`src/rtl/alu_cmd_sequencer_if.sv`:
```
`default_nettype none
// ============================================================================
// Module      : alu_cmd_sequencer_if
// Description : Command (valid/ready) and response (valid/ready) bundle for
//               the ALU command sequencer.
//               cmd_valid/cmd_ready/cmd_op/cmd_a/cmd_b/cmd_cin : command channel
//               rsp_valid/rsp_ready/rsp_data/rsp_err           : response channel
//               master = command producer / response consumer
//               slave  = the sequencer
// Revision    : 1.0  initial release
// ============================================================================
interface alu_cmd_sequencer_if;
    logic       cmd_valid;
    logic       cmd_ready;
    logic [2:0] cmd_op;
    logic [7:0] cmd_a;
    logic [7:0] cmd_b;
    logic       cmd_cin;
    logic       rsp_valid;
    logic       rsp_ready;
    logic [7:0] rsp_data;
    logic       rsp_err;

    modport master (
        output cmd_valid, cmd_op, cmd_a, cmd_b, cmd_cin, rsp_ready,
        input  cmd_ready, rsp_valid, rsp_data, rsp_err
    );

    modport slave (
        input  cmd_valid, cmd_op, cmd_a, cmd_b, cmd_cin, rsp_ready,
        output cmd_ready, rsp_valid, rsp_data, rsp_err
    );
endinterface
`default_nettype wire

```
`src/rtl/alu_cmd_sequencer.sv`:
```
`default_nettype none
// ============================================================================
// Module      : alu_cmd_sequencer
// Description : Issue stage for an 8-bit combinational ALU. Commands are
//               buffered in a DEPTH-entry FIFO, screened for unsupported
//               opcodes / divide-by-zero, driven onto registered ALU inputs,
//               held SETTLE cycles, then the ALU result is returned.
// Ports       : clk, rst_n          clock, async active-low reset
//               bus (slave)         command / response handshakes
//               alu_a/b/op/cin      registered ALU operand/opcode outputs
//               alu_r               ALU result input
//               busy                FSM active or FIFO non-empty
// Revision    : 1.0  initial release
// ============================================================================
module alu_cmd_sequencer #(
    parameter int DEPTH  = 4,
    parameter int SETTLE = 1
) (
    input  wire logic             clk,
    input  wire logic             rst_n,
    alu_cmd_sequencer_if.slave    bus,
    output logic [7:0]            alu_a,
    output logic [7:0]            alu_b,
    output logic [2:0]            alu_op,
    output logic                  alu_cin,
    input  wire logic [7:0]       alu_r,
    output logic                  busy
);

    localparam int AW = $clog2(DEPTH);
    localparam int CW = $clog2(SETTLE + 1);
    localparam logic [AW:0]   C_DEPTH  = (AW + 1)'(DEPTH);
    localparam logic [CW-1:0] C_SETTLE = CW'(SETTLE);
    localparam logic [CW-1:0] C_ONE    = CW'(1);

    typedef enum logic [1:0] {
        S_IDLE   = 2'd0,
        S_SETTLE = 2'd1,
        S_RESP   = 2'd2
    } state_t;

    typedef struct packed {
        logic [2:0] op;
        logic [7:0] a;
        logic [7:0] b;
        logic       cin;
    } cmd_t;

    // ------------------------------------------------------------------
    // Command FIFO
    // ------------------------------------------------------------------
    cmd_t            fifo_q [DEPTH];
    logic [AW-1:0]   wr_ptr_q, rd_ptr_q;
    logic [AW:0]     count_q;
    state_t          state_q, state_d;

    logic w_full, w_push, w_pop;
    cmd_t w_head;

    assign w_full        = (count_q == C_DEPTH);
    // Ready is gated by rst_n so it drops the instant reset asserts.
    assign bus.cmd_ready = rst_n && !w_full;
    assign w_push        = bus.cmd_valid && bus.cmd_ready;
    assign w_pop         = (state_q == S_IDLE) && (count_q != '0);
    assign w_head        = fifo_q[rd_ptr_q];

    // Storage needs no reset: emptiness is tracked by the pointers/count.
    always_ff @(posedge clk) begin
        if (w_push) begin
            fifo_q[wr_ptr_q] <= '{op: bus.cmd_op, a: bus.cmd_a, b: bus.cmd_b, cin: bus.cmd_cin};
        end
    end

    // DEPTH is a power of two, so pointer overflow is the modulo wrap.
    always_ff @(posedge clk or negedge rst_n) begin
        if (!rst_n) begin
            wr_ptr_q <= '0;
            rd_ptr_q <= '0;
            count_q  <= '0;
        end else begin
            if (w_push) wr_ptr_q <= wr_ptr_q + 1'b1;
            if (w_pop)  rd_ptr_q <= rd_ptr_q + 1'b1;
            case ({w_push, w_pop})
                2'b10:   count_q <= count_q + 1'b1;
                2'b01:   count_q <= count_q - 1'b1;
                default: count_q <= count_q;
            endcase
        end
    end

    // ------------------------------------------------------------------
    // Screening of the head command
    // ------------------------------------------------------------------
    logic       w_head_ok;
    logic [7:0] w_err_data;

    assign w_head_ok = (w_head.op <= 3'd5) &&
                       !(((w_head.op == 3'd4) || (w_head.op == 3'd5)) && (w_head.b == 8'd0));

    always_comb begin
        w_err_data = 8'h00;
        if (w_head.op == 3'd4)      w_err_data = 8'hFF;
        else if (w_head.op == 3'd5) w_err_data = w_head.a;
    end

    // ------------------------------------------------------------------
    // Sequencing FSM
    // ------------------------------------------------------------------
    logic [CW-1:0] cnt_q, cnt_d;
    logic [7:0]    alu_a_q, alu_a_d, alu_b_q, alu_b_d, rsp_data_q, rsp_data_d;
    logic [2:0]    alu_op_q, alu_op_d;
    logic          alu_cin_q, alu_cin_d, rsp_valid_q, rsp_valid_d, rsp_err_q, rsp_err_d;

    always_ff @(posedge clk or negedge rst_n) begin
        if (!rst_n) begin
            state_q     <= S_IDLE;
            cnt_q       <= '0;
            alu_a_q     <= '0;
            alu_b_q     <= '0;
            alu_op_q    <= '0;
            alu_cin_q   <= 1'b0;
            rsp_valid_q <= 1'b0;
            rsp_data_q  <= '0;
            rsp_err_q   <= 1'b0;
        end else begin
            state_q     <= state_d;
            cnt_q       <= cnt_d;
            alu_a_q     <= alu_a_d;
            alu_b_q     <= alu_b_d;
            alu_op_q    <= alu_op_d;
            alu_cin_q   <= alu_cin_d;
            rsp_valid_q <= rsp_valid_d;
            rsp_data_q  <= rsp_data_d;
            rsp_err_q   <= rsp_err_d;
        end
    end

    always_comb begin
        state_d     = state_q;
        cnt_d       = cnt_q;
        alu_a_d     = alu_a_q;
        alu_b_d     = alu_b_q;
        alu_op_d    = alu_op_q;
        alu_cin_d   = alu_cin_q;
        rsp_valid_d = rsp_valid_q;
        rsp_data_d  = rsp_data_q;
        rsp_err_d   = rsp_err_q;

        case (state_q)
            S_IDLE: begin
                if (w_pop) begin
                    if (w_head_ok) begin
                        alu_a_d   = w_head.a;
                        alu_b_d   = w_head.b;
                        alu_op_d  = w_head.op;
                        alu_cin_d = w_head.cin;
                        cnt_d     = C_SETTLE;
                        state_d   = S_SETTLE;
                    end else begin
                        // Rejected commands never touch the ALU inputs.
                        rsp_valid_d = 1'b1;
                        rsp_err_d   = 1'b1;
                        rsp_data_d  = w_err_data;
                        state_d     = S_RESP;
                    end
                end
            end
            S_SETTLE: begin
                cnt_d = cnt_q - 1'b1;
                if (cnt_q == C_ONE) begin
                    rsp_data_d  = alu_r;
                    rsp_err_d   = 1'b0;
                    rsp_valid_d = 1'b1;
                    state_d     = S_RESP;
                end
            end
            S_RESP: begin
                if (bus.rsp_ready) begin
                    rsp_valid_d = 1'b0;
                    state_d     = S_IDLE;
                end
            end
            default: state_d = S_IDLE;
        endcase
    end

    assign alu_a        = alu_a_q;
    assign alu_b        = alu_b_q;
    assign alu_op       = alu_op_q;
    assign alu_cin      = alu_cin_q;
    assign bus.rsp_valid = rsp_valid_q;
    assign bus.rsp_data  = rsp_data_q;
    assign bus.rsp_err   = rsp_err_q;
    assign busy         = (state_q != S_IDLE) || (count_q != '0);

endmodule
`default_nettype wire

```
`src/flat_wrapper.sv`:
```
// flat-port wrapper written by rule: the top's interface ports become plain ports
module alu_cmd_sequencer_flat 
#(
    parameter int DEPTH  = 4,
    parameter int SETTLE = 1
)
  (clk, rst_n, alu_a, alu_b, alu_op, alu_cin, alu_r, busy, bus_cmd_valid, bus_cmd_op, bus_cmd_a, bus_cmd_b, bus_cmd_cin, bus_rsp_ready, bus_cmd_ready, bus_rsp_valid, bus_rsp_data, bus_rsp_err);
  alu_cmd_sequencer_if bus_i ();
  input  wire logic clk;
  input  wire logic rst_n;
  output logic [7:0] alu_a;
  output logic [7:0] alu_b;
  output logic [2:0] alu_op;
  output logic alu_cin;
  input  wire logic [7:0] alu_r;
  output logic busy;
  input wire logic [$bits(bus_i.cmd_valid)-1:0] bus_cmd_valid;
  input wire logic [$bits(bus_i.cmd_op)-1:0] bus_cmd_op;
  input wire logic [$bits(bus_i.cmd_a)-1:0] bus_cmd_a;
  input wire logic [$bits(bus_i.cmd_b)-1:0] bus_cmd_b;
  input wire logic [$bits(bus_i.cmd_cin)-1:0] bus_cmd_cin;
  input wire logic [$bits(bus_i.rsp_ready)-1:0] bus_rsp_ready;
  output wire logic [$bits(bus_i.cmd_ready)-1:0] bus_cmd_ready;
  output wire logic [$bits(bus_i.rsp_valid)-1:0] bus_rsp_valid;
  output wire logic [$bits(bus_i.rsp_data)-1:0] bus_rsp_data;
  output wire logic [$bits(bus_i.rsp_err)-1:0] bus_rsp_err;
  assign bus_i.cmd_valid = bus_cmd_valid;
  assign bus_i.cmd_op = bus_cmd_op;
  assign bus_i.cmd_a = bus_cmd_a;
  assign bus_i.cmd_b = bus_cmd_b;
  assign bus_i.cmd_cin = bus_cmd_cin;
  assign bus_i.rsp_ready = bus_rsp_ready;
  assign bus_cmd_ready = bus_i.cmd_ready;
  assign bus_rsp_valid = bus_i.rsp_valid;
  assign bus_rsp_data = bus_i.rsp_data;
  assign bus_rsp_err = bus_i.rsp_err;
  alu_cmd_sequencer #(.DEPTH(DEPTH), .SETTLE(SETTLE)) u_core (.clk(clk), .rst_n(rst_n), .bus(bus_i), .alu_a(alu_a), .alu_b(alu_b), .alu_op(alu_op), .alu_cin(alu_cin), .alu_r(alu_r), .busy(busy));
endmodule
```
`config.mk`:
```
export PLATFORM = sky130hd
export DESIGN_NAME = alu_cmd_sequencer_flat
export DESIGN_NICKNAME = d
export VERILOG_FILES = /design/src/rtl/alu_cmd_sequencer_if.sv /design/src/rtl/alu_cmd_sequencer.sv /design/src/flat_wrapper.sv
export SDC_FILE = /design/constraint.sdc
export NUM_CORES = 1
export LEC_CHECK = 0
export CORE_ASPECT_RATIO = 0.6
export CORE_MARGIN = 8
export CORE_UTILIZATION = 50
export CTS_BUF_LIST = sky130_fd_sc_hd__clkbuf_4 sky130_fd_sc_hd__clkbuf_8
export DETAILED_ROUTE_END_ITERATION = 7
export PLACE_DENSITY = 0.83
export SLEW_MARGIN = 10
export SYNTH_ARGS = -nofsm -noshare
export SYNTH_HDL_FRONTEND = slang
export SYNTH_SLANG_ARGS = --single-unit
```
`constraint.sdc`:
```
create_clock -name clk -period 5.7 [get_ports clk]
set_input_delay 1.14 -clock clk [delete_from_list [all_inputs] [get_ports clk]]
set_output_delay 1.14 -clock clk [all_outputs]
set_load 0.01 [all_outputs]
```
; ---- After elaboration in Yosys (flattened, before gate mapping)
; Memories as Yosys holds them, arrays and structs flattened.
; Cells that the tools add are included.
; W data, S select, Z words.
[word_totals]
ff_bits = 40
ram_bits = 80
output_inout_bits = 32
word_cells = 76
mem_count = 1
[classes]
add_sub_neg = 5
magnitude_cmp = 1
n_eq_ne = 12
mux = 24
reduce_logical = 21
[memory_table]
columns = memory, words, word_bits, read_ports, rd_ports_with_merged_regs, write_ports, line
row1 = u_core.fifo_q, 4, 20, 1, 0, 1, alu_cmd_sequencer.sv:52  ; cmd_t fifo_q [DEPTH];
[op_table]
columns = op, n
row1 = $mux W8, 5
row2 = $pmux W8 S2, 1
row3 = $eq A3 B3 Y1 const B, 3
row4 = $mux W1, 9
row5 = $reduce_and A3 Y1, 3
row6 = $logic_not A8 Y1, 1
row7 = $mux W2, 4
row8 = $ne A2 B1 Y1 const B, 3
row9 = $pmux W2 S3, 1
row10 = $pmux W3 S2, 1
row11 = $reduce_bool A2 Y1, 3
row12 = $reduce_bool A3 Y1, 2
row13 = $logic_and A1 B1 Y1, 5
row14 = $reduce_and A5 Y1, 1
row15 = $add A2 B1 Y2 const B, 2
row16 = $eq A2 B1 Y1 const B, 2
row17 = $eq A2 B2 Y1 const B, 2
row18 = $ne A2 B2 Y1 const B, 2
row19 = $pmux W1 S2, 2
row20 = $reduce_and A4 Y1, 1
row21 = $add A3 B1 Y3 const B, 1
row22 = $le A3 B3 Y1 const B, 1
row23 = $pmux W1 S3, 1
row24 = $sub A3 B1 Y3 const B, 1
row25 = other kinds (4), 6

; ---- Longest topological paths before layout
; Gate-level depths: netlist of the first run.
; An unclocked memory read counts as a cell.
[logic_depth]
word_depth = 9
ltp_mapped = 10
mapped_depth_nobuf = 10

; ---- Least setup slack after synthesis of the first run
; No wires, ideal clock.
[synth_timing]
path_kind = in2reg
from = in rst_n
to = reg u_core.count_q[2]
setup_ns = 0.125
t_arrival_ns = 2.554
t_required_ns = 5.575
path_slack_ns = 3.021
stages = 10
n_path_buf = 0
cell_sequence = inv_1 -> a31oi_1 -> and2_1 -> inv_1 -> ha_1 -> inv_1 -> fa_1 -> xor2_1 -> nor2_1 -> xor2_1
[synth_via]
elab_chain_cells = 4
word_cells_on_any_way = 6
classes_between = eq/ne: 2 / mux: 1 / reduce/logical: 3
[synth_lines]
columns = item, line
row1 = "start, declared", flat_wrapper.sv:10  ; input wire logic rst_n;
row2 = $logic_and A1 B1 Y1 (*), alu_cmd_sequencer.sv:62  ; assign bus.cmd_ready = rst_n && !w_full;
row3 = net bus_cmd_ready, flat_wrapper.sv:23  ; output wire logic [$bits(bus_i.cmd_ready)-1:0] bus_cmd_ready;
row4 = $logic_and A1 B1 Y1 (*), alu_cmd_sequencer.sv:63  ; assign w_push = bus.cmd_valid && bus.cmd_ready;
row5 = $eq A2 B1 Y1 / $eq A2 B2 Y1 (equally long branches), alu_cmd_sequencer.sv:83  ; case ({w_push, w_pop})
row6 = $pmux W3 S2 / $reduce_bool A2 Y1 (equally long branches), -
row7 = "end signal, assigned", alu_cmd_sequencer.sv:84  ; 2'b10: count_q <= count_q + 1'b1;
row8 = "end signal, assigned", alu_cmd_sequencer.sv:85  ; 2'b01: count_q <= count_q - 1'b1;
row9 = "end signal, assigned", alu_cmd_sequencer.sv:86  ; default: count_q <= count_q;
row10 = "end, declared", alu_cmd_sequencer.sv:54  ; logic [AW:0] count_q;
; Mark *: on every way through the listed nets, which the timed path passes. The rest lies on a longest branch.
; A chain may end at the register's enable or synchronous reset.

; ---- Final worst setup path of the first run
[layout_timing]
from = in rst_n
to = out bus_cmd_ready
[layout_via]
elab_chain_cells = 1
[layout_lines]
columns = item, line
row1 = $logic_and A1 B1 Y1, alu_cmd_sequencer.sv:62
row2 = "end, declared", flat_wrapper.sv:23
; No other way between the ends.

==> summary by stage, run 1 <==
Floorplan
The initial utilization of the core area, before any placement, comes to approximately 52%. The die width is about 140 microns. The number of ports placed on the die boundary is 64. The number of rows in the core area is 27. The die is 92.2 microns tall.

The core footprint is 9290 sq um. The floorplan step defined a die boundary enclosing roughly 13000 sq um.

Detailed routing
The detail route stage leaves a number of antenna-violating nets equal to 0. The number of vias per cell after detailed routing is 5.50. The post-detailed-routing wire length is approximately 10 mm. The first TritonRoute pass finished after 5 iterations. Summing over every cut layer, the via total after detailed routing is 2641. In the routed design, unresolved DRC markers number 0. The number of violations reported at the end of detailed-routing iteration 0 is 148.

The average wire length per cell after detail routing is 20.6 microns.

Worst setup path
STA classifies the critical path endpoint as an output pin. The critical path data required time is 4.56 ns. The worst setup path is launched from an input pin. Walking the worst path, the cells encountered are buf_2, buf_4, inv_1, a31oi_1, clkdlybuf4s50_1. The cell with the largest stage delay on the worst path is clkdlybuf4s50_1. The buffer and inverter count on the worst path is 4. The cell family contributing the most delay on the critical path is buffers and inverters. The data arrival time of the critical path is between 2 and 3 ns. The largest fanout of any net on the critical path is 41. The worst setup path is of the input pin to output pin kind. The highest cell delay on the worst timing path is 0.62 ns.

Synth
In the synthesized netlist the async set-or-reset flop fraction comes to around a third. The number of register bits inferred by synthesis is 120. The post-synth net total is 298. The synthesized netlist contains 37 unique library cells. The number of warnings reported in the yosys synthesis log is 0. The synthesized area is 4840 sq um.

The share of the Yosys chip area taken by registers is between 70% and 80%. The number of cells produced by synthesis is 260. The post-synthesis average cell area is around 19 sq um. The most common flop cell mapped by yosys is edfxtp_1. Counting flops with a built-in enable in the synthesized netlist gives 80.

Cells and area
The number of non-filler instances in the completed layout is 480. The filler cell count is between 600 and 700. 0 antenna diodes ended up in the layout. Cells with a size suffix above 1 make up 22.0% of the layout. The library cell used most frequently in the layout, excluding fill and tap cells, is edfxtp_1. At the end of the flow, the number of nets in the layout was 375. The final standard cell utilization of the core is 64.3%. The area growth from synthesis to layout is 23.2%.

In the layout the commonest cells are edfxtp_1 (80), clkdlybuf4s50_1 (62), dfrtp_1 (40).

Power
Power comes to 3.26 mW. The analysis attributes to cell leakage a power of 2.24 nW. The worst supply voltage drop on vdd is 268 uV.

In this run the power density over the cells is 547 nW/um^2.

CTS
Post-CTS timing repair inserted 0 buffers for setup. The clock sink count is 120. The number of H-tree levels is 4.

After clock tree synthesis, the clock-pin slew on the worst setup and hold paths is approximately 0.060 ns. The tree is rooted in a clkbuf_8. The maximum number of buffers from clock root to sink is 2. The number of gates resized after CTS was 0. The number of buffers created by CTS is 17. The CTS tree is done.

The clock insertion delay at the later pin of the skew report is 0.44 ns. The number of hold buffers added after cts is 0.

Global route
The first global-routing pass estimated 15.5 mm of wire. The pin count of the biggest net entering global routing is 42. For this run the aggregate overflow at the end of global routing stands at 0. The overall track demand over capacity in global routing is between 15 and 20%. The initial antenna violation count came to 0. The via count of the first global-routing pass is around 2800.

Timing
For the pin with the worst max-slew slack, the measured transition is between 1 and 1.5 ns. Derived from the worst setup path, the maximum achievable clock frequency is about 260 MHz. In the finished design, the share of the clock period the worst path needs comes to 67.6%. The count of final hold-check violations is 0. The worst-case headroom to the max-slew limit is 15.0%.

The clock period could shrink to 3.85 ns. The setup total negative slack is 0 ns. The number of pins exceeding their max-slew limit in the final report was 0.

For the final database, setup skew stands at 0.00898 ns. Setup violations remaining at the end of the flow were counted as 0. Setup repair after global routing left no endpoint under its margin.

Run status
The flow ran to the end, and the final reports show no timing, DRC or antenna violations.

Placed design
In this run, placement finished with an instance count of 448. Buffers placed on the I/O ports in this run total between 60 and 70. The placed wire-length estimate is ~6.5 mm. At the end of routability-driven placement, the weighted congestion stood at 0.758.

Min path
The worst hold-check path type is flip-flop to flip-flop.

Job
The count of maximum capacitance violations is 0.
==> path summary, 6_finish.rpt <==
| check | from | slack [ns] | endpoint | depth (start not counted) |
|---|---|---|---|---|
| min | u_core.bus.rsp_data[6] | 0.51 | u_core.bus.rsp_data[6] | 1 |
| min in group asynchronous | rst_n | 0.76 | u_core.bus.rsp_valid | 2 |
| max | rst_n | 1.85 | bus_cmd_ready | 5 |
| max reg2reg | u_core.rd_ptr_q[0] | 2.15 | u_core.alu_op[0] | 5 |
| max in group asynchronous | rst_n | 4.56 | u_core.bus.rsp_data[6] | 2 |
| min reg2reg | u_core.bus.rsp_data[6] | 0.51 | u_core.bus.rsp_data[6] | 1 |
==> Yosys cell counts (all sizes together), types with 2 or more instances <==
master  number  area share (%)
edfxtp      80              50
dfrtp       40              21
mux2        26             6.7
mux4        20             9.8
inv         10            0.77
nand2b      10             1.3
a21oi        8            0.90
a22o         8             1.4
nor2         8            0.62
nand2        6            0.46
ha           5             1.3
xnor2        5            0.90
and3         4            0.52
buf          4            0.83
o21ai        4            0.65
clkbuf       3            0.23
and2         2            0.26
nor2b        2            0.26
nor3         2            0.21
nor4         2            0.26
xor2         2            0.36
==> cell type report <==
cell class,instances,area (sq um),area share (%)
clock buffer,23,298,4.99
clock inverter,9,75.1,1.26
timing repair buffer,65,641,10.7
tap,130,163,2.72
sequential,120,3400,57.0
inverter,10,37.5,0.629
multi-input combinational,123,1350,22.7
==> logic make-up after synthesis <==
group,after synthesis,synth area share [%]
adder cells (fa/ha/maj),6,1.70
AO/OA/AOI/OAI,25,4.00
multiplexers,47,16.8
flip-flops,120,70.2
XOR/XNOR,7,1.27
AND/OR/NAND/NOR,38,4.16
buffers and inverters,17,1.83
==> report_power, final <==
| part | internal [mW] | total [mW] | switching (mW) |
|---|---|---|---|
| combinational | 0.683 | 1.23 | 0.543 |
| sequential | 1.15 | 1.33 | 0.182 |
| clock | 0.388 | 0.711 | 0.323 |
==> state kept, by name (all words and copies together) (netlist names) <==
signal / count
u_core.fifo_q: 80
u_core.alu_a: 8
u_core.alu_b: 8
u_core.bus.rsp_data: 8
u_core.alu_op: 3
u_core.count_q: 3
u_core.rd_ptr_q: 2
u_core.state_q: 2
u_core.wr_ptr_q: 2
u_core.alu_cin: 1
u_core.bus.rsp_err: 1
u_core.bus.rsp_valid: 1
u_core.cnt_q: 1
==> metal layers <==
layer  routed length [microns]  vias to the layer above  global-route usage (%)  share of wire [%]
met1                      4600                     1372                    21.4                 47
met5                         0                        -                       0                  0
li1                          -                     1165                       -                  -
met2                      4430                       89                    23.4                 45
met3                       703                       15                    6.00                7.1
met4                       140                        0                    6.95                1.4
==> per-stage QoR <==
step,hold slack [ns],setup WS [ns],instance area [sq um]
floorplan,0.476,3.02,4840
global placement,0.483,1.87,5600
detailed placement,0.493,1.81,5600
CTS,0.515,1.83,5970
global route,0.534,1.63,5970
finish,0.512,1.85,5970
(Power assumes the default switching activity.)
==> inputs of run 2 (changes only) <==
PLACE_DENSITY = 0.86   (was 0.83)
clock period = 3.3 ns   (was 5.7 ns; I/O delays follow)
==> run 2 against run 1 <==
  * Non-clock buffer count up 8
  * Total power rose by 76%
  * First-iteration DRC count grew 41%
  * Sequential share of layout area is 0.72 points lower
  * Worst setup slack got worse by 1.5 ns
  * Count of clock-buffer cells in the layout fell by 4
  * Final cell count rose by 1.9%
  * Core utilization rose by 0.82 points
  * Largest power group is now combinational logic
==> summary by stage, run 2 (same netlist as run 1, synthesis figures left out) <==
Detailed routing
The number of detailed-routing iterations run before antenna repair is 4. In this run, the number of DRC markers left after iteration 0 of detailed routing was 208. The residual antenna-violating net count after detailed routing is 0.

After detailed routing, the number of remaining DRC violations is 0. The number of vias per cell after detailed routing is 5.36. The count of vias placed by the detailed router is 2622. In the final routed layout, each cell accounts on average for between 20 and 25 microns. For this block, the routed nets add up to around 10 mm of wire.

Global route
After global routing, the most crowded layer is met2. The initial antenna violation count is 0. The via count of the first global-routing pass is 2843. The met1 capacity usage during global routing is 21.5%.

Global routing consumed, over all layers together, 16.6% of the routing resources. The first global-routing pass estimated 16.1 mm of wire. Global routing consumed, on the met3 layer, 6.16% of the routing resources.

Summed over all layers, the global routing overflow is 0. Global routing used between 20% and 30% of the available met2 tracks. Entering global routing, the biggest net connects 41 pins.

CTS
The later pin in the worst-skew pair is clocked with a latency of approximately 0.43 ns. The number of post-CTS setup repair buffers is 0. The CTS tree is done. Clock tree synthesis inserted a total of 17 buffers. The clock edge transition at the registers on the reported setup and hold paths is 0.07 ns. The post-cts sizing count is 0. The maximum number of buffers from clock root to sink is 2. Hold repair after CTS inserted 0 buffers. The clock sink count is between 100 and 150.

The CTS root buffer is clkbuf_8. The H-tree was split into 4 levels.

Timing
The count of final hold-check violations is 0. Based on the critical path, the design can be clocked at up to between 300 and 400 MHz. Setup violations remaining at the end of the flow were counted as 0. Setup repair after global routing left no endpoint under its margin. The clock skew is around 0.012 ns. The final critical path takes up roughly 90% of the cycle. At the pin with the least slew margin, the transition time is 1.11 ns. The number of pins exceeding their max-slew limit in the final report is 0. For the finished layout, the period the worst path requires is 2.97 ns. The worst-case headroom to the max-slew limit is 25.1%. After routing, the total negative slack on setup checks comes to 0 ns.

Worst setup path
The data arrival time of the critical path is 3.27 ns. The startpoint kind of the worst setup timing path is a flip-flop. The type of destination of the critical path is a flip-flop. The worst setup path is of the flip-flop to flip-flop kind. The reg-to-reg setup timing slack is 0.33 ns.

The largest fanout of any net on the critical path is 12. The critical path data required time is 3.61 ns.

Placed design
The number of buffers added on ports is 63. The total cell area at the placement stage is 5660 sq um. The placed wire-length estimate is 6.85 mm.

The congestion estimate from routability-driven global placement came to 0.821.

Floorplan
After floorplanning, the core was divided into 27 placement rows. The die height is 92.2 microns. The core region is 9290 sq um. The die is 143 microns wide.

The die covers 13200 sq um. For this design the top-level I/O count stands at 64. The initial standard-cell utilization of the core is 52.1%.

Cells and area
The footprint of the flip-flops and latches is 3400 sq um. From synthesis to final layout, the design area changed by 24.8%. Leaving out fill and tap cells, the most frequent cells in the layout are edfxtp_1 (80), clkdlybuf4s50_1 (62), dfrtp_1 (40).

Leaving out fill and tap cells, the most frequent cell in the layout is edfxtp_1. The multi-input combinational cell area is 1350 sq um. The fraction of final layout cells sized beyond drive strength 1 is 23.5%. The finished cells cover 6050 sq um. The filler cell count is 629.

The flip-flop count of the largest register after layout is 80. The net count of the finished layout is about 380. The top register by number of flip-flops is u_core.fifo_q.

Power
The static power due to leakage is 2.27 nW. The worst supply voltage drop on vdd is 478 uV. The power density relative to cell area is 951 nW/um^2.

Run status
The flow ran to the end, and the final reports show no timing, DRC or antenna violations.

Job
The count of maximum capacitance violations is 0.

Min path
The tightest min-delay check is of the input pin to async pin type.
-- run 2: changes by cell type in the layout (fill, tap and decap cells not counted), moves of 2 or more --
| cell | change |
|---|---|
| buf_4 | +8 |
| clkbuf_4 | -2 |
| clkinvlp_4 | +2 |
| clkbuf_8 | -2 |
| clkinv_2 | -2 |
| clkinv_4 | +2 |
-- run 2: path summary, 6_finish.rpt --
kind | endpoint | depth (start not counted) | start
max reg2reg | u_core.alu_op[0] | 6 | u_core.rd_ptr_q[0]
min reg2reg | u_core.alu_a[1] | 1 | u_core.alu_a[1]
min in group clk | u_core.alu_a[1] | 1 | u_core.alu_a[1]
max | u_core.alu_op[0] | 6 | u_core.rd_ptr_q[0]
max in group asynchronous | u_core.bus.rsp_data[3] | 2 | rst_n
min | u_core.count_q[1] | 2 | rst_n
-- run 2: layer usage --
metal  wire (microns)  vias to the layer above
li1                 -                     1182
met1             4390                     1307
met2             4610                      125
met3             1060                        8
met4               62                        0
met5                0                        -
-- run 2: report_power, final --
part	switching [mW]	internal (mW)
logic	1.03	1.22
clock network	0.574	0.691
registers	0.257	1.98
total	1.86	3.89
-- run 2: area by class of cell --
type / count / area share (%)
inverter: 10 / 0.621
clock inverter: 13 / 2.17
antenna: 1 / 0.0414
clock buffer: 19 / 4.22
sequential: 120 / 56.3
multi-input combinational: 123 / 22.4
tap: 130 / 2.69
timing repair buffer: 73 / 11.6
-- run 2: worst max-delay path, stage by stage, from the launching register on --
cell	delay [ns]
dfrtp_1	0.70
mux4_1	0.70
nor4_1	0.47
a21oi_2	0.18
o21ai_4	0.17
buf_4	0.25
mux2_2	0.36
-- run 2: per-stage QoR --
step / total power [mW] / hold slack [ns] / util [%] / setup WS (ns) / cells
floorplan: 3.67 / 0.364 / - / 0.827 / 260
global placement: 4.41 / 0.484 / 60.9 / 0.448 / 456
detailed placement: 4.52 / 0.493 / 60.9 / 0.342 / 456
CTS: 5.81 / 0.331 / 65.1 / 0.265 / 488
global route: 6.06 / 0.355 / 65.1 / 0.143 / 488
finish: 5.75 / 0.327 / 65.1 / 0.334 / 489
==> inputs of run 3 (changes only) <==
CORE_ASPECT_RATIO = 0.5   (was 0.6)
PLACE_DENSITY = 0.83   (was 0.86)
clock period = 3.1 ns   (was 3.3 ns; I/O delays follow)
==> run 3 against run 2 <==
  * Sequential cell count unchanged
  * Register-to-register slack got worse by 0.09 ns
  * First-iteration DRC count increased by 11%
  * Highest routed layer unchanged
==> summary by stage, run 3 (same netlist as run 1, synthesis figures left out) <==
Power
Total power for the finished layout comes to 6.22 mW. VDD sags by at most ~380 uV. Dividing total power by cell area gives a power density of 1020 nW/um^2.

The static power due to leakage is approximately 2.3 nW.

Detailed routing
The number of vias per cell after detailed routing is 5.42. For this run, the detailed router's first-pass iteration total came to 4. Once detail routing completed, the nets flagged for antenna violations numbered 0. The number of design rule violations left after detail routing is 0.

In this run, the number of DRC markers left after iteration 0 of detailed routing was around 230. The post-detailed-routing wire length is 10.6 mm. The count of vias placed by the detailed router is 2673. After detailed routing, the average wire length per cell comes to 21.5 microns.

Floorplan
Measured along the x axis, the die boundary spans ~160 microns. The number of rows in the core area is 25. After floorplanning, the core was sized to cover ~9400 sq um. The die is between 80 and 90 microns tall. The initial utilization of the core area, before any placement, comes to 51.3%. The number of ports placed on the die boundary is 64. The die covers 13300 sq um.

Global route
Entering global routing, the biggest net connects 41 pins. The first global-routing pass estimated approximately 16 mm of wire. For this run the aggregate overflow at the end of global routing stands at 0.

The initial antenna violation count is 0. Across every metal layer, demand over resource in global routing totals 16.7%. The via count of the first global-routing pass is 2843.

Cells and area
Leaving out fill and tap cells, the most frequent cells in the layout are edfxtp_1 (80), clkdlybuf4s50_1 (62), dfrtp_1 (40). The fraction of final layout cells sized beyond drive strength 1 is 23.7%. Leaving out fill and tap cells, the most frequent cell in the layout is edfxtp_1.

The net count of the finished layout is between 300 and 400. The flip-flop count of the largest register after layout is 80. The footprint of the flip-flops and latches is 3400 sq um. The antenna diode instance count is 0. Excluding fillers, the count of instances in the completed layout stands at 493.

After filler insertion, the fill cell instance count of the layout stands at 626. The multi-input combinational cells in the finished layout cover a total of 1360 sq um. The top register by number of flip-flops is u_core.fifo_q.

The layout overhead on the synthesized area is 25.4%.

Timing
Setup repair after global routing left no endpoint under its margin. The count of final hold-check violations came to 0. The number of pins exceeding their max-slew limit in the final report is 0. The worst-case headroom to the max-slew limit is 48.2%. The final count of negative-setup-slack endpoints is 0. The transition time at the pin with the least slew margin is 0.774 ns.

After layout, the worst path uses 92.2% of the clock period. The setup total negative slack is 0 ns. Derived from the worst setup path, the maximum achievable clock frequency is 350 MHz. The clock period could shrink to roughly 2.9 ns.

The final hold slack is 0.314 ns. The clock arrives with 0.00894 ns of skew.

Worst setup path
The critical path goes through mux4_1, nor4_1, a21oi_2, o21ai_4, buf_4, mux2_2. The startpoint kind of the worst setup timing path is a flip-flop. The critical path data required time is 3.41 ns. The largest single stage delay on the critical path is between 0.7 and 0.8 ns.

The critical path is of the flip-flop to flip-flop type. STA classifies the critical path endpoint as a flip-flop. The largest fanout of any net on the critical path is 10. Data arrives at the worst endpoint at 3.17 ns.

The largest individual stage delay along the critical path comes from the cell dfrtp_1.

CTS
For the worst-skew pair, the clock arrives at the later sink with an insertion delay of 0.42 ns. No sink is reached through more buffers than the 2 on the longest clock path. TritonCTS built the clock tree. In this run the clock root is driven by a clkbuf_8.

The number of H-tree levels is 4. The tree built by TritonCTS fans out to 120 sinks. The clock edge transition at the registers on the reported setup and hold paths is 0.07 ns.

The number of buffers created by CTS is 17. The number of hold buffers added after cts is 0.

Placed design
The instance count after placement with tap cells included is 461. At the end of routability-driven placement, the weighted congestion stood at between 0.8 and 0.9. The wire-length estimate of the detail-placed layout is 7.20 mm. Input and output buffers added on the ports amount to 63.

Run status
The run finished with clean final reports.

Job
The count of maximum capacitance violations is 0.

Min path
The worst hold path belongs to the class input pin to async pin.
-- run 3: cell count changes in the layout (fill, tap and decap cells not counted), sizes merged --
cell	delta
bufinv	+1
clkbuf	+1
clkinv	-1
clkinvlp	-1
diode	-1
-- run 3: worst paths after layout --
kind | start | endpoint | slack, ns | cells after the start
max in group asynchronous | rst_n | u_core.alu_a[5] | 2.40 | 2
worst max register to register | u_core.rd_ptr_q[0] | u_core.alu_a[2] | 0.24 | 6
worst min-delay path | rst_n | u_core.alu_b[6] | 0.31 | 2
min in group clk | u_core.alu_cin | u_core.alu_cin | 0.50 | 1
worst max-delay path | u_core.rd_ptr_q[0] | u_core.alu_a[2] | 0.24 | 6
worst min register to register | u_core.alu_cin | u_core.alu_cin | 0.50 | 1
-- run 3: final cells by class --
type	instances	area share, %
flip-flops and latches	120	56.0
multi-input cells	123	22.3
repair buffers	73	11.5
clock buffers	20	4.22
well taps	135	2.78
clock inverters	12	2.51
inverters	10	0.618
-- run 3: where the power goes --
| group | internal (mW) | switching (mW) |
|---|---|---|
| logic | 1.31 | 1.10 |
| registers | 2.11 | 0.290 |
| clock network | 0.818 | 0.606 |
-- run 3: per-layer routing --
layer / global-route usage, % / share of wire [%]
met1: 20.5 / 42
met5: 0 / 0
met3: 6.27 / 7.5
met2: 26.3 / 49
met4: 7.60 / 2.4
-- run 3: critical path: cells and delay by family (launching register included) --
family	cells	cell delay, ns
compound gates	2	0.33
buf+inv	1	0.22
mux	2	1.03
simple gates	1	0.45
flops	1	0.71
-- run 3: what timing repair did --
item                                    CTS  global route
resized for setup                         0             1
setup buffers                             0             0
endpoints found under the setup margin    0             8
endpoints found under the hold margin     0             0
-- run 3: metrics by stage --
step	utilization (%)	instance area, sq um	setup WS [ns]
after floorplan	-	4840	0.627
after global placement	59.9	5660	0.252
after detailed placement	59.9	5660	0.129
after CTS	64.3	6070	0.0502
after global routing	64.3	6080	0.0852
final	64.3	6080	0.240
